### config.mk
export PLATFORM = sky130hd
export DESIGN_NAME = sseg_scan_ctrl
export DESIGN_NICKNAME = d
export VERILOG_FILES = /design/src/rtl/sseg_scan_ctrl.sv
export SDC_FILE = /design/constraint.sdc
export NUM_CORES = 1
export LEC_CHECK = 0
export ABC_AREA = 1
export BUFFER_PORTS_ARGS = -buffer_cell sky130_fd_sc_hd__buf_2
export CAP_MARGIN = 40
export CORE_MARGIN = 2
export CORE_UTILIZATION = 48
export DETAILED_ROUTE_END_ITERATION = 6
export PLACE_DENSITY = 0.76
export SETUP_SLACK_MARGIN = 0.4
export SLEW_MARGIN = 0
export SYNTH_ARGS = -nofsm -noshare
export SYNTH_HDL_FRONTEND = slang
export SYNTH_SLANG_ARGS = --single-unit
### constraint.sdc
create_clock -name clk -period 1.5 [get_ports clk]
set_clock_uncertainty 0.15 [all_clocks]
set_input_delay 0.15 -clock clk [delete_from_list [all_inputs] [get_ports clk]]
set_output_delay 0.15 -clock clk [all_outputs]
set_load 0.02 [all_outputs]
### src/rtl/sseg_scan_ctrl.sv
// Multiplexed seven-segment scan controller: one digit per TICK_DIV-cycle slot, active-low drives.
// Define SSEG_BLANK_EN to blank the first BLANK_CYC cycles of every slot (anti-ghosting).
module sseg_scan_ctrl #(
  parameter int unsigned N_DIGITS  = 4,
  parameter int unsigned TICK_DIV  = 262144,
  parameter int unsigned BLANK_CYC = 1024,
  localparam int unsigned SW       = (N_DIGITS > 1) ? $clog2(N_DIGITS) : 1,
  localparam int unsigned CW       = $clog2(TICK_DIV)
) (
  input  logic                  clk,
  input  logic                  reset,
  input  logic [8*N_DIGITS-1:0] digits_in,
  input  logic [N_DIGITS-1:0]   digit_en,
  output logic [N_DIGITS-1:0]   an,
  output logic [7:0]            seg,
  output logic [SW-1:0]         slot_idx,
  output logic                  frame_tick
);

  if (N_DIGITS < 1 || N_DIGITS > 8) begin : gen_bad_n_digits
    $error("N_DIGITS must be in 1..8");
  end
  if (TICK_DIV < 2) begin : gen_bad_tick_div
    $error("TICK_DIV must be >= 2");
  end
  if (BLANK_CYC >= TICK_DIV) begin : gen_bad_blank_cyc
    $error("BLANK_CYC must be < TICK_DIV");
  end

  logic [CW-1:0]       cnt_q, cnt_d;
  logic [SW-1:0]       slot_q, slot_d;
  logic [7:0]          pat_q, pat_cur;
  logic                en_q, en_cur;
  logic                slot_end, first_cyc, last_slot, drive;
  logic [N_DIGITS-1:0] an_q, an_d;
  logic [7:0]          seg_q, seg_d;
  logic                frame_q;

  always_comb begin
    slot_end  = (cnt_q == CW'(TICK_DIV - 1));
    first_cyc = (cnt_q == '0);
    last_slot = (slot_q == SW'(N_DIGITS - 1));
    cnt_d     = slot_end ? '0 : cnt_q + 1'b1;
    slot_d    = slot_q;
    if (slot_end) begin
      slot_d = last_slot ? '0 : slot_q + 1'b1;
    end

    // On cycle 0 use the live inputs directly so the capture and the drive agree.
    pat_cur = first_cyc ? digits_in[{slot_q, 3'b000} +: 8] : pat_q;
    en_cur  = first_cyc ? digit_en[slot_q] : en_q;

`ifdef SSEG_BLANK_EN
    drive = (32'(cnt_q) >= BLANK_CYC);
`else
    drive = 1'b1;
`endif

    an_d  = '1;
    seg_d = 8'hFF;
    if (drive && en_cur) begin
      an_d  = ~(N_DIGITS'(1) << slot_q);
      seg_d = ~pat_cur;
    end
  end

  always_ff @(posedge clk) begin
    if (reset) begin
      cnt_q   <= '0;
      slot_q  <= '0;
      pat_q   <= '0;
      en_q    <= 1'b0;
      an_q    <= '1;
      seg_q   <= 8'hFF;
      frame_q <= 1'b0;
    end else begin
      cnt_q   <= cnt_d;
      slot_q  <= slot_d;
      pat_q   <= pat_cur;
      en_q    <= en_cur;
      an_q    <= an_d;
      seg_q   <= seg_d;
      frame_q <= slot_end && last_slot;
    end
  end

  assign an         = an_q;
  assign seg        = seg_q;
  assign slot_idx   = slot_q;
  assign frame_tick = frame_q;

endmodule

* Yosys cells after proc, flatten, opt, wreduce, memory -nomap -nowiden
Cells that the tools add are included.
Word-level totals: bits in registers 42, bits in latches 0, bits in writable memories 0, ROM bits 0, input port bits 38, word-level logic and storage cells 26, memories 0
Cells by class: add/subtract/negate cells 2, multiply operators 0, divide/modulo/power cells 0, magnitude comparators 1, eq/ne operators 2, shift operators 2, multiplexer cells 5, bitwise gates (word level) 3, reduce and logical (&&, ||, !) cells 4
Operators with widths (number):
- $shiftx A32 B6 Y8 | 1
- $add A18 B1 Y18 const B | 1
- $eq A18 B18 Y1 const B | 1
- $logic_not A18 Y1 | 1
- $mux W8 | 1
- $not A8 Y8 | 1
- $not A4 Y4 | 1
- $reduce_or A2 Y1 | 2
- $shl A1 B2 Y4 const A | 1
- $lt A2 B3 Y1 const B | 1
- $add A2 B1 Y2 const B | 1
- $bmux W1 S2 | 1
- $eq A2 B2 Y1 const B | 1
- $mux W1 | 2
- $mux W2 | 1
- $logic_and A1 B1 Y1 | 1
- $not A1 Y1 | 1

* Logic depth before layout (Yosys ltp)
Gate-level depths: netlist of the first run.
depth after elaboration 5, depth in mapped cells 11, depth with buffers taken out 10

* Worst setup path after synthesis of the first run
OpenSTA, ideal clock, no wires.
kind register to register, start point register slot_q[0] (netlist: slot_idx[0]), end point register slot_q[1] (netlist: slot_idx[1]), setup time 0.132 ns, data arrival time 1.391 ns, path slack -0.173 ns, stages on the path, launching flop included 6, buffers on the path 1, cell sequence dfxtp_1 -> clkinv_1 -> buf_2 -> ha_1 -> nand3_1 -> a21oi_1
On the way: cells in the longest elaborated chain, start to end 2, elaborated cells between the ends (all ways) 3, those cells by class add/sub (1); eq/ne (1); mux (1)
Ends and longest elaborated chain:
- from (decl) | line 31 | logic [SW-1:0] slot_q, slot_d;
- from (signal assigned) | line 78 | slot_q <= slot_d;
- $add A2 B1 Y2 / $eq A2 B2 Y1 (equally long branches) | line 46, 42
- $mux W2 (*) | line 46 | slot_d = last_slot ? '0 : slot_q + 1'b1;
Every way passes the cells marked *; elsewhere a longest branch is shown, timed or not. A chain may end at the register's enable or synchronous reset.

* Worst setup path after layout of the first run
start point register cnt_q[0], end point register cnt_q[8]
On the way: cells in the longest elaborated chain, start to end 2, elaborated cells between the ends (all ways) 3, those cells by class add/sub (1); eq/ne (1); reduce/logical (1)
Ends and longest elaborated chain:
- from (decl) | line 30 | logic [CW-1:0] cnt_q, cnt_d;
- from (signal assigned) | line 77 | cnt_q <= cnt_d;
- parallel branches: the longest is 2 deep, another holds $add A18 B1 Y18
Several ways; the timed one is not identified.

==> impl_metrics.py, run 1 <==
metrics = {
    "status": {
        "outcome": "complete, but fails checks",
        "failed_checks": "setup timing",
    },
    "timing": {
        "fin_crit_ps": 1648,
        "maxSlewViolCount": 0,
        "fin_ws_ps": -148.4,
        "setup_viol": 40,
        "timing.max_slew.rel_slack": 0.6376,
        "hold_violations": 0,
        "worst_pin_slew_ps": 543.1,
        "fin_crit_sh": 1.099,
        "timing.fmax_mhz": 606.6,
        "setup_tns_ps": -4107,
        "hold_slack_ps": 49.14,
        "rsz0062_at_grt": "yes",
    },
    "worst_setup_path": {
        "crit_chain": "buf_6, ha_4, nand2_4, nor2_4, nand3_4, nor2_4, nand2_8, nand2_4, nor2_1",
        "worstPathArrival_ps": 1700,
        "crit_buf_inv": 1,
        "crit_start": "cnt_q[0]",
        "rr_worst_depth": 9,
        "cp_max_fo": 7,
        "startpoint_type": "register",
        "worstSetupPathType": "reg2reg",
        "regToRegStartpoint": "cnt_q[0]",
        "cp_num_cells": 9,
        "crit_required_ps": 1550,
        "critPathTopFamily": "simple AND/OR/NAND/NOR gates",
        "end_kind": "register",
        "cpPeakStageDelay_ps": 360,
        "crit_slowest_cell": "dfxtp_2",
    },
    "detailed_routing": {
        "routed_wirelength_mm": 6.066,
        "dr.pass1.iters": 4,
        "vias": 2410,
        "viasPerCell": 5.010,
        "drc_errors": 0,
        "first_iter_violations": 126,
        "drtAntennaViolNets": 0,
        "wl_per_cell_um": 12.61,
    },
    "min_path": {
        "hold_depth": 2,
        "holdCritStartpoint": "reset",
        "hold_path_class": "in2reg",
    },
    "power": {
        "vdd_drop_max_mv": 0.5838,
        "leakagePower_nw": 1.543,
        "p_total_w": 0.002363,
        "p_per_area_mw_per_mm2": 738.7,
    },
    "synthesis": {
        "synth.area.top_cells": "dfxtp_1 (37%), nand2_1 (15%), inv_1 (8.5%)",
        "avgSynthCellArea_um2": 6.733,
        "syn-num-nets": 380,
        "synth_cell_types": 27,
        "yosysSeqAreaShare": 0.3717,
        "yosysTopAreaCell": "dfxtp_1",
        "synth_common_cells": "nand2_1 (93), inv_1 (51), nor2_1 (44)",
        "synth_edf_count": 0,
        "syn_inst": 336,
        "ys_warn_count": 0,
        "synth_seq_cells": 42,
        "synthFlopType": "dfxtp_1",
        "yosysMostFrequentCell": "nand2_1",
        "synth_top_area_frac": 0.3717,
        "synth_area_mm2": 0.002262,
        "ys_async_sr_fraction": 0,
    },
    "floorplan": {
        "dieWidth_um": 72.65,
        "ioPinCount": 53,
        "die_area_mm2": 0.005278,
        "core_mm2": 0.004444,
        "start_util": 0.5090,
        "num_rows": 24,
        "die_h_um": 72.65,
    },
    "global_route": {
        "grtUsageTotal": 0.2259,
        "overflow": 0,
        "antenna_found_initial": 0,
        "grt_pass1_wl_mm": 9.418,
        "grt_max_degree": 16,
        "first_global_vias": 2250,
    },
    "place": {
        "dp_hpwl_mm": 3.750,
        "port_buffers": 52,
        "gp_congestion": 0.8335,
        "place_ws_ps": -130.2,
    },
    "clock_network": {
        "clkSinkCount": 42,
        "numCtsBuffers": 5,
        "clk_path_buf_depth": 2,
        "worstSkewPairLatency_ps": 300,
        "cts.clk_slew.worst_paths_ps": 90,
        "holdBufCountCts": 0,
        "htree_levels": 2,
        "root_buffer": "clkbuf_8",
        "cts_tree": "done",
    },
    "run": {
        "drv_cap": 0,
    },
    "cells_and_area": {
        "layout.nets": 472,
        "n_antenna_cell": 0,
        "drive_gt1_frac": 0.3590,
        "syn_to_final_growth_pct": 41.43,
    },
}
-- cells in the final DEF (no fill, tap or decap), types with 3 or more instances in the layout --
cell type	synthesis	routed
xnor2_1	4	4
dfxtp_2	0	4
nor2_2	3	7
xor2_1	6	6
buf_2	5	45
a21oi_1	17	10
o21ai_0	4	4
nand2_2	0	10
inv_1	51	47
inv_2	0	4
nand2_1	93	81
nor2_4	2	4
nand3_1	35	30
nand4_1	10	10
a21oi_2	0	7
nand3_2	0	5
ha_1	6	4
clkbuf_8	0	5
nand2_8	1	3
dfxtp_1	42	36
nor2_1	44	39
nand2_4	1	4
buf_4	1	34
buf_6	1	7
-- worst paths after layout --
path                                    end  slack [ps]
worst max-delay path               cnt_q[8]        -150
worst min-delay path            slot_idx[1]          50
worst max register to register     cnt_q[8]        -150
worst min register to register     register         330
-- repair_timing --
action                                  CTS  global route
cloned                                    5             2
pin swaps                                12            11
endpoints found under the setup margin   44            50
gates resized for setup                  23            24
setup buffers                             7             6
-- where the power goes --
part	internal, W	switching (W)
clock	0.000337	0.000429
combinational	0.000180	0.000235
sequential	0.00116	0.0000221
total	0.00168	0.000687
-- cells by family after synthesis --
| kind of cell | Yosys count | share of synthesized area |
|---|---|---|
| flops | 42 | 0.3717 |
| fa+ha+maj | 6 | 0.03318 |
| xor+xnor | 10 | 0.03872 |
| buf+inv | 61 | 0.1161 |
| compound gates | 22 | 0.04867 |
| simple gates | 195 | 0.3916 |
-- cell type report --
class | count | area (µm²)
fillers | 352 | 1245
multi-input cells | 237 | 1360
repair buffers | 90 | 631.9
flip-flops and latches | 42 | 853.3
clock buffers | 5 | 68.82
clock inverters | 3 | 23.77
well taps | 52 | 65.06
inverters | 52 | 196.4
-- through the flow --
stage | util | area [µm²] | std cells
detailed placement | 0.6194 | 2753 | 453
global placement | 0.6194 | 2753 | 453
CTS | 0.6858 | 3048 | 473
finish | 0.7199 | 3199 | 481
floorplan | - | 2349 | 336
global route | 0.7199 | 3199 | 481
-- per-layer routing --
layer  share of wire  global-route usage  vias up
li1                -                   -     1233
met1            0.40              0.2453     1085
met2            0.51              0.4040       69
met3           0.056             0.04972       23
met4           0.034              0.1255        0
met5               0                   0        -
Power figures use the tool's default switching activity.
==> run 2: changes to the inputs <==
- clock period: 1.5 -> 1.45 ns (I/O delays scaled with it)
==> impl_metrics.py, run 2 (synthesized netlist as in run 1, its figures left out) <==
metrics = {
    "status": {
        "outcome": "complete, but fails checks",
        "failed_checks": "setup timing",
    },
    "global_route": {
        "antenna_found_initial": 0,
        "grt_max_degree": 15,
        "grtUsageTotal": 0.2278,
        "overflow": 0,
        "grt_pass1_wl_mm": 9.377,
        "first_global_vias": 2155,
    },
    "detailed_routing": {
        "drc_errors": 0,
        "viasPerCell": 5.111,
        "dr.pass1.iters": 4,
        "routed_wirelength_mm": 6.199,
        "first_iter_violations": 171,
        "wl_per_cell_um": 13.00,
        "drtAntennaViolNets": 0,
        "vias": 2438,
    },
    "clock_network": {
        "numCtsBuffers": 5,
        "htree_levels": 2,
        "cts_tree": "done",
        "cts.clk_slew.worst_paths_ps": 90,
        "root_buffer": "clkbuf_8",
        "clkSinkCount": 42,
        "worstSkewPairLatency_ps": 300,
        "holdBufCountCts": 0,
        "clk_path_buf_depth": 2,
    },
    "floorplan": {
        "die_h_um": 72.65,
        "core_mm2": 0.004444,
        "dieWidth_um": 72.65,
        "start_util": 0.5090,
        "die_area_mm2": 0.005278,
        "num_rows": 24,
        "ioPinCount": 53,
    },
    "worst_setup_path": {
        "startpoint_type": "register",
        "end_kind": "register",
        "crit_required_ps": 1490,
        "worstPathArrival_ps": 1680,
        "cp_max_fo": 7,
        "worstSetupPathType": "reg2reg",
    },
    "power": {
        "vdd_drop_max_mv": 0.8247,
        "p_per_area_mw_per_mm2": 813.6,
        "p_total_w": 0.002717,
        "leakagePower_nw": 1.578,
    },
    "run": {
        "drv_cap": 0,
    },
    "min_path": {
        "hold_path_class": "in2reg",
    },
    "cells_and_area": {
        "syn_to_final_growth_pct": 47.62,
        "mostFrequentLayoutCells": "nand2_1 (79), inv_1 (47), buf_2 (37)",
        "fin_area_mm2": 0.003339,
        "n_antenna_cell": 0,
        "drive_gt1_frac": 0.3882,
        "final_common_cell": "nand2_1",
        "layout.nets": 468,
        "utilization": 0.7514,
    },
    "timing": {
        "timing.fmax_mhz": 613.2,
        "worst_pin_slew_ps": 684.6,
        "maxSlewViolCount": 0,
        "fin_crit_sh": 1.125,
        "setup_viol": 41,
        "fin_crit_ps": 1631,
        "rsz0062_at_grt": "yes",
        "timing.max_slew.rel_slack": 0.5431,
        "hold_slack_ps": 28.27,
        "fin_ws_ps": -180.7,
        "hold_violations": 0,
        "setup_tns_ps": -5751,
    },
    "place": {
        "gp_congestion": 0.8226,
        "dp_hpwl_mm": 3.816,
        "postPlaceCellArea_mm2": 0.002795,
        "port_buffers": 52,
    },
}
run 2: cell count changes in the layout (fill, tap and decap cells not counted), moves of 3 or more:
cell     previous run  this run
dfxtp_2             4        15
buf_2              45        37
buf_6               7        17
nand3_2             5         2
dfxtp_1            36        23
nand3_1            30        33
buf_4              34        27
nor2_4              4         8
nor2_1             39        36
run 2: worst paths after layout:
kind | start | to | slack, ps | cells after the start
setup reg to reg | cnt_q[1] | cnt_q[13] | -180 | 8
hold / removal | reset | slot_idx[0] | 30 | 2
hold reg to reg | register | register | 320 | 2
setup / recovery | cnt_q[1] | cnt_q[13] | -180 | 8
run 2: metal layers:
layer | global-route usage | vias up | share of wire
met5 | 0 | - | 0
met4 | 0.07613 | 0 | 0.027
met3 | 0.04696 | 16 | 0.053
met2 | 0.4162 | 78 | 0.52
met1 | 0.2629 | 1121 | 0.40
li1 | - | 1223 | -
run 2: metrics by stage:
step           instances  setup slack [ps]
6_report             477            -180.7
5_1_grt              477            -308.7
4_1_cts              471            -110.4
3_5_place_dp         457            -123.3
3_3_place_gp         457            -106.1
2_1_floorplan        336            -98.84
run 2: final cells by class:
type                            instances  area [µm²]
Clock buffer                            6       93.84
Sequential cell                        42       874.6
Inverter                               52       198.9
Timing Repair Buffer                   86       671.9
Tap cell                               52       65.06
Clock inverter                          2       38.79
Fill cell                             341        1105
Multi-Input combinational cell        237        1396
run 2: worst max-delay path, stage by stage (launching register included):
cell	delay [ps]
dfxtp_4	380
ha_4	140
nand2_4	60
nor2_4	120
nand3_4	110
nor2_4	210
nand2_8	160
nand2_8	150
nor2_1	50
run 2: power breakdown:
| part | leakage, nW | switching (W) | internal, W |
|---|---|---|---|
| clock network | 0.0665 | 0.000423 | 0.000621 |
| registers | 0.342 | 0.0000302 | 0.00120 |
| logic | 1.17 | 0.000246 | 0.000194 |
run 2: what timing repair did:
item                                    CTS  global route
buffers inserted                          2             5
resized for setup                        41            47
gates cloned                              4             1
endpoints found under the setup margin   57            57
pin swaps                                11            11
